File: config.mk
export PLATFORM = sky130hd
export DESIGN_NAME = ahb_apb_bridge_p
export DESIGN_NICKNAME = d
export VERILOG_FILES = /design/src/rtl/ahb_apb_bridge_p.sv
export SDC_FILE = /design/constraint.sdc
export NUM_CORES = 1
export LEC_CHECK = 0
export ABC_CLOCK_PERIOD_IN_PS = 1800
export BUFFER_PORTS_ARGS = -buffer_cell sky130_fd_sc_hd__buf_2
export CAP_MARGIN = 20
export CELL_PAD_IN_SITES_DETAIL_PLACEMENT = 1
export CELL_PAD_IN_SITES_GLOBAL_PLACEMENT = 2
export CORE_ASPECT_RATIO = 1.25
export CORE_MARGIN = 2
export CORE_UTILIZATION = 26
export DETAILED_ROUTE_END_ITERATION = 12
export PLACE_DENSITY = 0.87
export SLEW_MARGIN = 15
export SYNTH_ARGS = -nofsm -noshare
export SYNTH_HDL_FRONTEND = slang
export SYNTH_SLANG_ARGS = --single-unit
File: constraint.sdc
create_clock -name Hclk -period 1.8 [get_ports Hclk]
set_clock_uncertainty 0.2 [all_clocks]
set_input_delay 0.09 -clock Hclk [delete_from_list [all_inputs] [get_ports Hclk]]
set_output_delay 0.09 -clock Hclk [all_outputs]
set_load 0.02 [all_outputs]
File: src/rtl/ahb_apb_bridge_p.sv
// ahb_apb_bridge_p: parametrised AHB-to-APB3 bridge with windowed slave decode,
// Pready wait states and Pslverr/miss mapping onto a two-cycle AHB ERROR.
// Optional feature: define AHB_APB_POSTED_WRITE_EN to post writes (1-cycle AHB
// data phase, one-entry pending register, sticky Post_err).
module ahb_apb_bridge_p #(
    parameter int unsigned       ADDR_W    = 32,
    parameter int unsigned       DATA_W    = 32,
    parameter int unsigned       NUM_SLV   = 3,
    parameter logic [ADDR_W-1:0] BASE_ADDR = 32'h8000_0000,
    parameter int unsigned       WIN_BITS  = 26
) (
    input  logic               Hclk,
    input  logic               Hresetn,
    input  logic               Hwrite,
    input  logic               Hreadyin,
    input  logic [1:0]         Htrans,
    input  logic [ADDR_W-1:0]  Haddr,
    input  logic [DATA_W-1:0]  Hwdata,
    output logic               Hreadyout,
    output logic [1:0]         Hresp,
    output logic [DATA_W-1:0]  Hrdata,
    output logic [NUM_SLV-1:0] Pselx,
    output logic               Penable,
    output logic               Pwrite,
    output logic [ADDR_W-1:0]  Paddr,
    output logic [DATA_W-1:0]  Pwdata,
    input  logic [DATA_W-1:0]  Prdata,
    input  logic               Pready,
    input  logic               Pslverr,
    output logic               Post_err
);

    localparam int unsigned IDX_W = (NUM_SLV > 1) ? $clog2(NUM_SLV) : 1;

`ifdef AHB_APB_POSTED_WRITE_EN
    localparam bit PostedEn = 1'b1;
`else
    localparam bit PostedEn = 1'b0;
`endif

    typedef enum logic [2:0] {
        StIdle, StWlatch, StSetup, StAccess, StErr1, StErr2
    } state_t;

    state_t state_q, state_d;

    // Current APB transfer
    logic [ADDR_W-1:0] paddr_q;
    logic              pwrite_q;
    logic [IDX_W-1:0]  idx_q;
    logic [DATA_W-1:0] pwdata_q;

    // Transfer accepted while a posted write still owns the APB side
    logic              pend_q;
    logic [ADDR_W-1:0] pend_addr_q;
    logic              pend_write_q;
    logic              post_err_q;

    logic [ADDR_W-1:0] src_addr, src_off, src_win;
    logic              src_write, src_hit;
    logic [IDX_W-1:0]  src_idx;
    state_t            src_first;

    logic posted_cur, ready, accept, load, set_pend, set_err;
    logic unused_htrans0;

    assign unused_htrans0 = Htrans[0];
    assign posted_cur     = PostedEn && pwrite_q;
    assign accept         = Hreadyin && Htrans[1] && ready;

    // Decode the next transfer; a held pending transfer always takes priority
    always_comb begin
        src_addr  = pend_q ? pend_addr_q : Haddr;
        src_write = pend_q ? pend_write_q : Hwrite;
        src_off   = src_addr - BASE_ADDR;
        src_win   = src_off >> WIN_BITS;
        src_hit   = (src_addr >= BASE_ADDR) && (src_win < ADDR_W'(NUM_SLV));
        src_idx   = src_win[IDX_W-1:0];
        if (!src_hit) begin
            src_first = StErr1;
        end else if (src_write) begin
            src_first = StWlatch;
        end else begin
            src_first = StSetup;
        end
    end

    // AHB-side ready per state; posted writes free the bus unless a transfer is pending
    always_comb begin
        ready = 1'b1;
        unique case (state_q)
            StIdle:   ready = 1'b1;
            StWlatch: ready = posted_cur;
            StSetup:  ready = posted_cur && !pend_q;
            StAccess: ready = posted_cur ? !pend_q : (Pready && !Pslverr);
            StErr1:   ready = 1'b0;
            StErr2:   ready = 1'b1;
            default:  ready = 1'b1;
        endcase
    end

    // Next-state logic
    always_comb begin
        state_d  = state_q;
        load     = 1'b0;
        set_pend = 1'b0;
        set_err  = 1'b0;
        unique case (state_q)
            StIdle, StErr2: begin
                if (accept) begin
                    state_d = src_first;
                    load    = 1'b1;
                end else begin
                    state_d = StIdle;
                end
            end
            StWlatch: begin
                state_d  = StSetup;
                set_pend = accept;
            end
            StSetup: begin
                state_d  = StAccess;
                set_pend = accept;
            end
            StAccess: begin
                if (!Pready) begin
                    set_pend = accept;
                end else if (posted_cur) begin
                    // Posted write errors are only recorded, never reported on AHB
                    set_err = Pslverr;
                    if (pend_q || accept) begin
                        state_d = src_first;
                        load    = 1'b1;
                    end else begin
                        state_d = StIdle;
                    end
                end else if (Pslverr) begin
                    state_d = StErr1;
                end else if (accept) begin
                    state_d = src_first;
                    load    = 1'b1;
                end else begin
                    state_d = StIdle;
                end
            end
            StErr1:  state_d = StErr2;
            default: state_d = StIdle;
        endcase
    end

    // State and APB address/direction; a miss leaves the APB side untouched
    always_ff @(posedge Hclk or negedge Hresetn) begin
        if (!Hresetn) begin
            state_q  <= StIdle;
            paddr_q  <= '0;
            pwrite_q <= 1'b0;
            idx_q    <= '0;
        end else begin
            state_q <= state_d;
            if (load && src_hit) begin
                paddr_q  <= src_addr;
                pwrite_q <= src_write;
                idx_q    <= src_idx;
            end
        end
    end

    // Write data is valid on AHB during WLATCH; capture at its end
    always_ff @(posedge Hclk or negedge Hresetn) begin
        if (!Hresetn) begin
            pwdata_q <= '0;
        end else if (state_q == StWlatch) begin
            pwdata_q <= Hwdata;
        end
    end

    // One-entry pending register, cleared when its transfer is launched
    always_ff @(posedge Hclk or negedge Hresetn) begin
        if (!Hresetn) begin
            pend_q       <= 1'b0;
            pend_addr_q  <= '0;
            pend_write_q <= 1'b0;
        end else if (set_pend) begin
            pend_q       <= 1'b1;
            pend_addr_q  <= Haddr;
            pend_write_q <= Hwrite;
        end else if (load) begin
            pend_q <= 1'b0;
        end
    end

    // Sticky posted-write error flag
    always_ff @(posedge Hclk or negedge Hresetn) begin
        if (!Hresetn) begin
            post_err_q <= 1'b0;
        end else if (set_err) begin
            post_err_q <= 1'b1;
        end
    end

    // Output decode
    always_comb begin
        Hreadyout = ready;
        Hresp     = ((state_q == StErr1) || (state_q == StErr2)) ? 2'b01 : 2'b00;
        Hrdata    = ((state_q == StAccess) && !pwrite_q) ? Prdata : '0;
        Pselx     = ((state_q == StSetup) || (state_q == StAccess)) ?
                    (NUM_SLV'(1) << idx_q) : '0;
        Penable   = (state_q == StAccess);
        Pwrite    = pwrite_q;
        Paddr     = paddr_q;
        Pwdata    = pwdata_q;
        Post_err  = post_err_q;
    end

endmodule

Word level (Yosys, flattened, before mapping). Cells that the tools add are included.

Output and inout bits: 105. Bits in registers: 104. Input port bits: 104. Logic and storage cells: 53.

$add $sub $neg: 1. Muxes and demuxes: 20. Reductions and logical operators: 15. Magnitude comparators: 2. Shift-type cells: 1. Eq/ne operators: 6.

Operators with widths (number): $mux W32 (2); $ge A32 B32 Y1 const B (1); $sub A32 B32 Y32 const B (1); $mux W3 (5); $pmux W3 S5 (1); $mux W1 (8); $eq A3 B2 Y1 const B (2); $eq A3 B3 Y1 const B (2); $logic_and A1 B1 Y1 (6); $lt A6 B2 Y1 const B (1); $pmux W1 S2 (3); $reduce_or A2 Y1 (2); $eq A3 B1 Y1 const B (1); $logic_not A3 Y1 (1); $reduce_or A3 Y1 (1); $shl A1 B2 Y3 const A (1); $logic_not A1 Y1 (2); $logic_or A1 B1 Y1 (2); $mux W2 (1); $ne A2 B1 Y1 const B (1); $reduce_bool A2 Y1 (1).

Depth between registers and ports, before layout.
Depth in word-level cells: 10. Depth in mapped cells: 7. Depth with buffers taken out: 4.

Least setup slack after synthesis. OpenSTA, ideal clock, no wires.

Path type: register to register. Start: reg state_q[0]. End: reg paddr_q[0], in the netlist Paddr[0]. Stages on the path, launching flop included: 8. Required time: 1.475 ns. Slack: -0.119 ns. Period minus slack after synthesis: 1.919 ns. Path buffers: 3. Data arrival time: 1.594 ns. Setup time: 0.125 ns. Cells stage by stage: dfrtp_1 > buf_6 > xor2_1 > o32ai_2 > and2b_1 > buf_6 > buf_12 > mux2_4.

Cells in the longest elaborated chain, start to end: 9. Elaborated cells on any way between the ends: 15. Those cells by class: eq/ne: 5; mux: 5; reduce/logical: 5.

RTL lines: start: declaration (RTL line 45) `state_t state_q, state_d;`; start signal: assignment (RTL line 154) `state_q <= StIdle;`; start signal: assignment (RTL line 159) `state_q <= state_d;`; $eq A3 B1 Y1, or another cell as far along (RTL line 91) `unique case (state_q)`; $reduce_or A3 Y1 (no line); $pmux W1 S2 (RTL line 91); $logic_and A1 B1 Y1 (RTL line 69) `assign accept = Hreadyin && Htrans[1] && ready;`; $mux W1 (RTL line 110, 139); $mux W1 (RTL line 137) `end else if (Pslverr) begin`; $mux W1 (RTL line 126) `if (!Pready) begin`; $pmux W1 S2 (*) (RTL line 108) `unique case (state_q)`; $logic_and A1 B1 Y1 (*) (RTL line 160) `if (load && src_hit) begin`; end signal: assignment (RTL line 161) `paddr_q <= src_addr;`; end: declaration (RTL line 48) `logic [ADDR_W-1:0] paddr_q;`.

Every way passes the cells marked *; elsewhere a longest branch is shown, timed or not. A chain may end at the register's enable or synchronous reset.

Final worst setup path.
Start: reg state_q[0]. End: reg paddr_q[4], in the netlist Paddr[4].

Same word-level chain as after synthesis.

==> key figures <==
Run status
  – Outcome: finished, violations left
  – Failing checks: setup timing

CTS
  – CTS tree: yes
  – Htree depth: 3
  – CTS Buf Count: 9
  – Clock Latency Late Sink: 0.34 ns
  – Clock tree buffer depth: 2
  – Clk sinks: 102
  – Clock slew at the register clock pins of the worst setup and hold paths: roughly 0.080 ns
  – Root buffer cell: clkbuf_16

STA
  – Fmax: roughly 480 MHz
  – PnR worst setup slack: -0.282 ns
  – Min Tclk post-route: 2.08 ns
  – Period utilisation layout: 1.16
  – Final setup viols: 99
  – Final hold vios: 0
  – Relative slew margins: 0.525
  – Worst-Margin Slew: just over 0.7 ns
  – Max Slew Vio Count: 0
  – RSZ-0062 raised after global routing: true

Floorplan
  – # IOs: between 200 and 250
  – Die Ht: about 150 um
  – Die area: 0.0179 sq mm
  – Core Box Area: ~0.017 sq mm
  – Die X: 120 um
  – Initial Util: 0.263
  – Row cnt: 53

Place
  – DP Area: about 0.0056 sq mm
  – Pre-CTS setup slack: -0.344 ns
  – HPWL after DPL: between 8 and 9 mm
  – Gp weighted congestion: about 0.76
  – Port bufs: about 200

Yosys
  – Syn_area_per_cell: about 14 sq um
  – Post-synthesis cell area: 0.00438 sq mm
  – #FFs+latches synth: slightly above 100
  – Synth area leaders: dfrtp_1 58%, mux2_2 17%, mux2_4 8.2%
  – Post-synth top cells: 102 x dfrtp_1, 66 x mux2_2, 38 x clkbuf_1
  – Async SR Flop Fraction: 1.00
  – Post-synth top area share: 0.583
  – Post-synth top area cell: dfrtp_1
  – Post-synth top flop: dfrtp_1
  – Top-count cell post-synth: dfrtp_1
  – Synth unique cells: 31
  – Register area share after synthesis: 0.583
  – Mapped Cells: 315
  – Yosys warns: 0
  – Post-synth EDFFs: 0

Pwr
  – Seq pwr share: 0.302
  – Clock power frac: 0.175
  – Switching power: just over 4 mW
  – VDD IR-drop max: about 0.67 mV
  – Leak pwr: 3.80 nW
  – Power share of the combinational group: 0.523
  – Pwr/cell area: between 1000 and 1500 mW/mm^2
  – P_int: 6.88 mW
  – Sw frac: 0.371

Global route
  – First-pass GRT wire length: 22.7 mm
  – Congestion Overflow GR: 0
  – Global Route Usage Sum: 0.166
  – Largest net degree at the start of global routing: slightly above 40
  – Initial antenna violation count: 2
  – Vias in the first global route: about 4,000

Detailed routing
  – Number of routed nets with antenna violations: 0
  – Total iterations of the first detailed-routing run: 4
  – Total Wirelength: 15.3 mm
  – DR iter-0 viols: 61
  – Residual DRC: 0
  – Vias after detailed routing: between 3,000 and 4,000
  – Via density: about 4.3
  – Drt wl/cell: approximately 19 um

Critical path
  – CP endpoint kind: flip-flop
  – WS Path Type: flip-flop to flip-flop
  – Worst Path Required: about 1.8 ns
  – Cells along the critical path: xor2_2 -> o32ai_2 -> and2b_2 -> buf_6 -> buf_12 -> buf_16 -> mux2_4
  – CP max stage delay: approximately 0.43 ns
  – Worst Path Arrival: 2.12 ns
  – Startpoint types: flip-flop
  – Crit-path slowest cell: dfrtp_1
  – Critical path peak fanout: 5

Layout
  – FILL cells: roughly 1,800
  – Storage cell area: 0.00255 sq mm
  – Fin area: roughly 0.0075 sq mm
  – Share of cells above drive strength 1: 0.684
  – Multi-input logic area: 0.00186 sq mm
  – Area delta synth->final: 71.4%
  – Layout Nets: approximately 690

Worst hold path
  – Worst min path class: input port to asynchronous set/reset pin

Job
  – Number of max-cap violations: 0
-- cell families after synthesis --
kind of cell              after synthesis  share of synthesized area
AOI/OAI and AO/OA                       8                     0.0163
xor gates and xnor gates                1                    0.00200
buffers and inverters                  53                     0.0637
DFF                                   102                      0.583
muxes                                  90                      0.252
other                                   1                   0.000856
and+or+nand+nor                        60                     0.0825
-- final cells by class --
cell class / instances / share of cell area
Clock buffer: 9 / 0.0300
Antenna cell: 1 / 0.000333
Sequential cell: 102 / 0.340
Clock inverter: 7 / 0.00866
Timing Repair Buffer: 313 / 0.335
Tap cell: 220 / 0.0367
Inverter: 2 / 0.00167
Multi-Input combinational cell: 161 / 0.248
-- stage by stage --
stage | setup TNS, ns | instances | util | hold slack [ns] | power, mW
floorplan | -2.89 | 316 | - | -0.406 | 5.67
global placement | -6.87 | 708 | 0.338 | -0.230 | 7.02
CTS | -17.07 | 813 | 0.446 | 0.0331 | 10.9
detailed placement | -9.51 | 708 | 0.338 | -0.220 | 7.17
global route | -24.62 | 815 | 0.451 | 0.121 | 11.5
finish | -17.93 | 815 | 0.451 | 0.0991 | 10.9
-- power groups by stage --
stage               combinational, mW  sequential [mW]  clock, mW
global route                     6.03             3.37       2.05
detailed placement               3.89             3.28          0
global placement                 3.77             3.25          0
CTS                              5.63             3.27       1.96
finish                           5.72             3.30       1.92
floorplan                        1.77             3.90          0
-- placed cells by master (no fill, tap or decap), types with 2 or more instances in the layout --
cell type,count
dfrtp_1,101
clkbuf_16,11
nand2_1,4
mux2_2,29
nor3b_2,2
inv_6,5
and2_4,32
buf_16,4
dlygate4sd3_1,64
buf_4,19
buf_2,167
nor2_4,2
nor2b_2,2
buf_8,3
a21oi_1,2
nor2_1,2
a32oi_1,2
nand2_4,2
buf_12,9
mux2_4,61
buf_6,44
conb_1,2
-- worst paths after layout --
path                                      from        endpoint  slack, ns  depth (start not counted)
worst max-delay path                state_q[0]        Paddr[4]      -0.28                          7
worst min-delay path                   Hresetn        Paddr[4]        0.1                          3
worst max register to register      state_q[0]        Paddr[4]      -0.28                          7
worst min register to register  pend_addr_q[9]  pend_addr_q[9]       0.17                          0
max in group asynchronous              Hresetn          pend_q       0.51                          3
min in group Hclk                    Htrans[1]      state_q[2]       0.12                          6
-- state kept, by name (all words and copies together) (netlist names) --
register,flops
pend_q,1
pend_addr_q,32
pend_write_q,1
Pwdata,32
state_q,3
Paddr,32
Pwrite,1
-- layer usage --
metal  wire, um  vias up  GRT usage
met1       5550     1720      0.174
met4        402        2     0.0594
met3        874       26     0.0378
li1           -     1582          -
met2       8470      144      0.320
met5         16        -          0
-- repair_timing --
item / in CTS / in global routing
endpoints found under the setup margin: 73 / 102
hold buffers: 65 / 0
resized for setup: 160 / 30
cloned: 8 / 2
pin swaps: 26 / 20
buffers inserted: 16 / 9
hold endpoints to repair: 166 / 0
-- worst max-delay path: cells and delay by family (launching register included) --
kind / cells / cell delay, ns
AND/OR/NAND/NOR: 1 / 0.24
XOR/XNOR: 1 / 0.20
flip-flops: 1 / 0.43
multiplexers: 1 / 0.30
buffers and inverters: 3 / 0.34
AO/OA/AOI/OAI: 1 / 0.27
Note: power is estimated with default switching activity, not from simulation.
